File: src/rtl/fetch_unit.sv
// Instruction fetch stage: owns the PC, fetches over a req/valid handshake, holds
// the instruction for decode until acknowledged and applies Branch/Jump/Jalr redirects.
module fetch_unit #(
    parameter int unsigned XLEN = 32,
    parameter logic [XLEN-1:0] RESET_PC = '0
) (
    input  logic            clk,
    input  logic            reset,
    output logic            imem_req,
    output logic [XLEN-1:0] imem_addr,
    input  logic [XLEN-1:0] imem_rdata,
    input  logic            imem_valid,
    output logic [XLEN-1:0] Instr,
    output logic            instr_valid,
    input  logic            instr_ack,
    output logic [XLEN-1:0] PC,
    output logic [XLEN-1:0] PCPlus4,
    input  logic            Branch,
    input  logic            Jump,
    input  logic            Jalr,
    input  logic [XLEN-1:0] PCTarget,
    input  logic [XLEN-1:0] ALUResult,
    output logic            misalign
);

    localparam logic [XLEN-1:0] NOP_INSTR = XLEN'(32'h0000_0013);
    localparam logic [XLEN-1:0] PC_STEP   = XLEN'(4);

    typedef enum logic [1:0] {
        IDLE  = 2'd0,
        REQ   = 2'd1,
        HOLD  = 2'd2,
        FAULT = 2'd3
    } state_t;

    state_t          state;
    state_t          stateNext;
    logic [XLEN-1:0] pcNext;
    logic [XLEN-1:0] instrNext;
    logic [XLEN-1:0] redirectPc;

    // Redirect target; only consumed in the HOLD+ack cycle, so X elsewhere never reaches PC.
    always_comb begin
        redirectPc = PC + PC_STEP;
        if (Jalr) begin
            redirectPc = ALUResult & ~XLEN'(1);
        end else if (Jump || Branch) begin
            redirectPc = PCTarget;
        end
    end

    always_comb begin
        stateNext = state;
        pcNext    = PC;
        instrNext = Instr;
        case (state)
            IDLE: begin
                stateNext = REQ;
            end
            REQ: begin
                if (imem_valid) begin
                    stateNext = HOLD;
                    instrNext = imem_rdata;
                end
            end
            HOLD: begin
                if (instr_ack) begin
                    if (redirectPc[1:0] == 2'b00) begin
                        stateNext = REQ;
                        pcNext    = redirectPc;
                    end else begin
                        stateNext = FAULT;
                    end
                end
            end
            FAULT: begin
                stateNext = FAULT;
            end
            default: begin
                stateNext = IDLE;
            end
        endcase
    end

    // Outputs are registered from the next state so they line up with the state register.
    always_ff @(posedge clk or posedge reset) begin
        if (reset) begin
            state       <= IDLE;
            PC          <= RESET_PC;
            PCPlus4     <= RESET_PC + PC_STEP;
            Instr       <= NOP_INSTR;
            imem_req    <= 1'b0;
            instr_valid <= 1'b0;
            misalign    <= 1'b0;
        end else begin
            state       <= stateNext;
            PC          <= pcNext;
            PCPlus4     <= pcNext + PC_STEP;
            Instr       <= instrNext;
            imem_req    <= (stateNext == REQ);
            instr_valid <= (stateNext == HOLD);
            misalign    <= misalign | (stateNext == FAULT);
        end
    end

    assign imem_addr = PC;

endmodule
File: config.mk
export PLATFORM = sky130hd
export DESIGN_NAME = fetch_unit
export DESIGN_NICKNAME = d
export VERILOG_FILES = /design/src/rtl/fetch_unit.sv
export SDC_FILE = /design/constraint.sdc
export NUM_CORES = 1
export LEC_CHECK = 0
export ABC_AREA = 1
export ABC_CLOCK_PERIOD_IN_PS = 3300
export CORE_MARGIN = 3
export CORE_UTILIZATION = 41
export CTS_CLUSTER_SIZE = 10
export DETAILED_ROUTE_END_ITERATION = 7
export PLACE_DENSITY_LB_ADDON = 0.08
export RECOVER_POWER = 50
export SLEW_MARGIN = 25
export SYNTH_ARGS = -nofsm -noshare
export SYNTH_HDL_FRONTEND = slang
export SYNTH_SLANG_ARGS = --single-unit
File: constraint.sdc
create_clock -name clk -period 3.3 [get_ports clk]
set_input_delay 0.66 -clock clk [delete_from_list [all_inputs] [get_ports clk]]
set_output_delay 0.66 -clock clk [all_outputs]
set_load 0.01 [all_outputs]
==> key figures, run 1 <==
Hold path
  – WHS Endpoint: Instr[30]
  – Hold path start: Instr[30]
  – Hold Crit Depth: 1
  – Hold crit path type: reg -> reg

STA
  – Rel. slew slack: -17.2%
  – Final setup violation count: 0
  – Setup TNS Final: 0 ns
  – Worst-margin pin slew: 1.76 ns
  – Final Max Tran Viols: 47
  – Final Critical Period: 2.93 ns
  – Final hold vios: 0
  – Hold Slack: 0.500 ns
  – Period utilisation layout: 88.8%
  – Achievable frequency: 0.341 GHz
  – Final worst slack: 0.369 ns
  – Unrepaired setup endpoints after global routing: no
  – Setup Skew: 0.0130 ns

Worst setup path
  – Critical path class: in -> reg
  – Critical Path RT: 3.54 ns
  – Crit. End Element: flop
  – Critical path launch point type: input port
  – Worst Reg-to-Reg Cells: 16
  – Crit path largest cell delay: 0.47 ns
  – Family with the most delay on the worst path: simple AND/OR/NAND/NOR gates
  – CP Cell Sequence: clkdlybuf4s50_1 -> inv_2 -> nand2_4 -> nand2_2 -> nand3_2 -> nand2_4 -> clkinv_2 -> o21ai_2 -> nand2_2 -> nor3_4 -> nand3_2 -> nor2_4 -> nand3_1 -> nand2_1 -> nand2_1
  – CP arrival: 3.17 ns
  – R2r setup slk: 0.59 ns
  – Slowest CP cell: clkdlybuf4s50_1
  – Reg-to-reg startpoint: PC[2]
  – Maximum fanout along the worst path: 17
  – Crit path buf inv count: 3
  – R2R Path End: PCPlus4[25]

Floorplanning
  – Die X-Extent: 129 um
  – Die height: 129 um
  – Row cnt: 44
  – I/O pins: 234
  – Initial Utilization: 42.3%
  – Die area: 16700 um2
  – Area of the core: 14700 um2

Finish
  – Area Growth Syn to Fin: 41.8%
  – Nets@finish: 1156
  – Most frequent cells in the layout: nand2_1, clkdlybuf4s50_1, nor2_1
  – # diodes: 0
  – Share of layout cells above drive strength 1: 12.5%
  – Commonest non-fill, non-tap cell in the layout: nand2_1

Synth
  – Synthesized net count: 950
  – Synthesized area: 6220 um2
  – #FFs+latches synth: 99
  – Synth warn: 0
  – Synth cell types: 33
  – Syn avg cell area: 7.36 um2
  – Mapped Cells: 845
  – Register area share after synthesis: 39.9%

Routing
  – Vias: 6113
  – Wirelength per Cell: 16.0 um
  – DRT Pass-1 Iters: 5
  – Final ANT Viol Nets: 0
  – Vias/cell: 4.93
  – Final WL: 19.8 mm
  – DRC violations left: 0
  – Iter 0 DRT Violations: 433

Place
  – Dpl hpwl: 15.5 mm
  – Port bufs: 232
  – GPL Wtd Cong: 0.954
  – Dpl ws: 0.0146 ns

CTS
  – Reg clk slew, reported paths: 0.07 ns
  – CTS resizes: 0
  – Cts hold-fix bufs: 0
  – Clock root cell: clkbuf_16
  – # H-tree levels: 3
  – Num CTS Buffers: 9
  – Postcts setup bufs: 0
  – CTS Sinks: 99
  – Worst skew pair latency: 0.35 ns
  – Clock tree buffer depth: 2
  – CTS tree: built

Global route
  – First-pass GRT wire length: 30.6 mm
  – GRT Util Overall: 23.7%
  – Largest net degree at the start of global routing: 48
  – Initial antenna violation count: 0
  – Vias in the first global route: 5776
  – Global-route congestion overflow total: 0

Power and ir drop
  – Total Power: 4.38 mW
  – Max VDD drop: 0.294 mV
  – LEAKAGE: 4.08 nW
  – Pwr/cell area: 496 nW/um2

Job
  – Max-cap violations: 1

Outcome
  – Failing checks: max-capacitance violations, max-slew violations
  – Outcome: finished with violations
==> cells in the mapped netlist <==
cell type	n	area [um2]
nand3_1	65	325
or2_2	2	12.5
nand2_2	20	125
buf_1	4	15.0
o21bai_1	5	37.5
ha_1	2	25.0
inv_2	9	33.8
dfstp_2	4	105
clkbuf_1	3	11.3
nand4_1	10	62.6
o21ai_1	4	20.0
nor2_2	12	75.1
inv_1	75	282
buf_2	7	35.0
a21oi_1	33	165
clkinv_2	1	5.00
nand3_2	3	30.0
o21ai_4	1	16.3
xnor2_1	7	61.3
nor2_1	128	480
buf_6	5	56.3
o21ai_0	7	35.0
nor3_4	1	16.3
nand2_1	249	935
o211ai_1	1	7.51
xor2_1	9	78.8
o21ai_2	4	35.0
buf_4	35	263
mux2_2	32	360
nand3b_1	1	7.51
dfrtp_1	95	2380
nor2_4	8	90.1
nand2_4	3	33.8
==> area by class of cell <==
type	instances	area [um2]
Clock buffer	9	225
Clock inverter	7	70.1
Fill cell	1408	5880
Inverter	85	320
Multi-Input combinational cell	607	3040
Sequential cell	99	2480
Tap cell	184	230
Timing Repair Buffer	249	2460
==> stage by stage <==
stage	std cells	util (%)	cell area [um2]
after global routing	1240	60.0	8820
after CTS	1240	60.1	8830
after global placement	1224	58.1	8530
final	1240	60.0	8820
after detailed placement	1224	58.1	8530
after floorplan	845	-	6220
==> flip-flops by register name, summed over array words and instances, names as in the netlist <==
name and flops:
PC 30, PCPlus4 32, imem_req 1, instr_valid 1, misalign 1, Instr 32, state 2
==> per-layer routing <==
layer  track usage (%)  vias up  share of wire, %
met3              4.49       24               7.8
li1                  -     3017                 -
met1              31.8     2813                44
met5                 0        -                 0
met4              7.54        0               2.3
met2              38.9      259                46
==> cells by family (layout without fill, tap and decap cells) <==
family          Yosys count  in the layout  synth area share, %
compound gates           55             55                 5.09
xor+xnor                 16             16                 2.25
fa+ha+maj                 2              2                0.402
buf+inv                 139            350                 11.3
flops                    99             99                 39.9
mux                      32             32                 5.79
simple gates            502            502                 35.3
==> where the power goes <==
group	switching [mW]	internal (mW)	leakage, nW
Sequential	0.234	1.46	1.24
Combinational	0.770	0.873	2.70
Clock	0.508	0.532	0.140
==> how the worst max path moves through the flow <==
stage           from          end  slack (ns)  depth (start not counted)
2_1_floorplan  reset    Instr[10]        0.06                          1
3_3_place_gp    Jump  PCPlus4[25]        0.07                         15
3_5_place_dp    Jump  PCPlus4[25]        0.01                         15
4_1_cts         Jump  PCPlus4[25]        0.39                         15
5_1_grt         Jump  PCPlus4[20]        0.20                         15
6_report        Jump  PCPlus4[25]        0.37                         15
No activity file was read; power rests on OpenSTA's default activity.
==> run 2: changes to the inputs <==
- CORE_UTILIZATION: 41 -> 25
==> run 2 against run 1 <==
Compared with the run above:
- critical endpoint is now PCPlus4[31]
- global-route usage shrank 6.7 points
- worst setup slack gained 0.020 ns
- sequential power is essentially flat
- the flow now finishes without violations
- via count shrank 3.1%
- critical path depth is the same
- combinational power is essentially flat
==> key figures, run 2 (same netlist as run 1, synthesis figures left out) <==
Outcome
  – Outcome: complete, no violations

Routing
  – Final ANT Viol Nets: 0
  – DRT Pass-1 Iters: 4
  – Iter 0 DRT Violations: 248
  – DRC violations left: 0
  – Final WL: 22.7 mm
  – Vias: 5922
  – Vias/cell: 4.28
  – Wirelength per Cell: 16.4 um

Place
  – GPL Wtd Cong: 0.838
  – Placed cell count: 1368
  – Placed Instance Area: 8760 um2
  – Dpl ws: 0.0870 ns
  – Dpl hpwl: 17.9 mm
  – Port bufs: 232

Floorplanning
  – Die height: 164 um
  – Initial Utilization: 25.5%
  – I/O pins: 234
  – Die X-Extent: 164 um
  – Die area: 26800 um2
  – Area of the core: 24400 um2
  – Row cnt: 57

Hold path
  – Hold crit path type: reg -> reg
  – Hold Crit Depth: 1

Worst setup path
  – Crit. End Element: flop
  – Maximum fanout along the worst path: 9
  – Worst Reg-to-Reg Cells: 18
  – Critical path launch point type: input port
  – Critical path class: in -> reg
  – Critical Path RT: 3.53 ns
  – CP arrival: 3.14 ns

STA
  – Final worst slack: 0.389 ns
  – Worst-margin pin slew: 1.44 ns
  – Rel. slew slack: 4.01%
  – Hold Slack: 0.497 ns
  – Final Max Tran Viols: 0
  – Unrepaired setup endpoints after global routing: no
  – Setup Skew: 0.0128 ns
  – Achievable frequency: 0.343 GHz
  – Setup TNS Final: 0 ns
  – Final Critical Period: 2.91 ns
  – Final setup violation count: 0
  – Period utilisation layout: 88.2%
  – Final hold vios: 0

Power and ir drop
  – Pwr/cell area: 499 nW/um2
  – LEAKAGE: 4.11 nW
  – Max VDD drop: 0.251 mV
  – Total Power: 4.52 mW

Finish
  – Nets@finish: 1160
  – Share of layout cells above drive strength 1: 12.7%
  – Fillers: 2614
  – Most frequent cells in the layout: nand2_1, clkdlybuf4s50_1, nor2_1
  – Final Cell Area: 9060 um2
  – Biggest regs: Instr: 32 flops, PCPlus4: 32 flops, PC: 30 flops
  – Commonest non-fill, non-tap cell in the layout: nand2_1
  – Area Growth Syn to Fin: 45.7%
  – Post-layout util: 37.1%
  – Final std cells w/o fill: 1384
  – # diodes: 0

CTS
  – CTS tree: built
  – Reg clk slew, reported paths: 0.06 ns
  – Clock root cell: clkbuf_16
  – Postcts setup bufs: 0
  – # H-tree levels: 3
  – CTS resizes: 0
  – Cts hold-fix bufs: 0
  – Num CTS Buffers: 9
  – Worst skew pair latency: 0.35 ns
  – Clock tree buffer depth: 2
  – CTS Sinks: 99

Global route
  – Largest net degree at the start of global routing: 100
  – Vias in the first global route: 5905
  – GRT Util Overall: 17.0%
  – Initial antenna violation count: 0
  – GR Util met2: 28.7%
  – Global routing usage on met3: 3.33%
  – Global-route congestion overflow total: 0
  – M1 GR Usage: 22.5%
  – First-pass GRT wire length: 34.6 mm
  – GR peak layer: met2

Job
  – Max-cap violations: 0
## run 2: power by group
group          total, mW  internal [mW]  switching, mW
Clock               1.17          0.671          0.498
Sequential          1.70           1.46          0.240
Combinational       1.65          0.875          0.778
## run 2: final cells by class
type | count | area (um2) | share of cell area [%]
multi-input cells | 607 | 3040 | 33.5
repair buffers | 253 | 2500 | 27.6
flip-flops and latches | 99 | 2480 | 27.4
well taps | 324 | 405 | 4.47
inverters | 85 | 322 | 3.55
clock buffers | 11 | 233 | 2.57
clock inverters | 5 | 85.1 | 0.939
## run 2: critical path: stages
cell           delay (ns)
dlygate4sd3_1        0.59
inv_2                0.09
nand2_4              0.07
nand2_2              0.06
nand3_2              0.09
nand2_4              0.16
clkinv_2             0.20
o21ai_2              0.30
nand2_2              0.12
nor3_4               0.23
inv_1                0.07
nor2_1               0.26
nand3_1              0.12
nand2_1              0.07
nand2_1              0.05
## run 2: path summary, 6_finish.rpt
| check | startpoint | to | slack (ns) |
|---|---|---|---|
| hold / removal | Instr[22] | Instr[22] | 0.50 |
| hold reg to reg | Instr[22] | Instr[22] | 0.50 |
| setup / recovery | Jump | PCPlus4[31] | 0.39 |
| setup reg to reg | PC[2] | PCPlus4[27] | 0.59 |
| min in group asynchronous | reset | Instr[15] | 1.29 |
| max in group asynchronous | reset | PC[16] | 1.09 |
## run 2: per-layer routing
layer / vias up / share of wire, % / routed length (um)
met4: 0 / 1.1 / 258
li1: 3037 / - / -
met5: - / 0 / 0
met3: 14 / 6.7 / 1520
met2: 176 / 47 / 10800
met1: 2695 / 45 / 10100
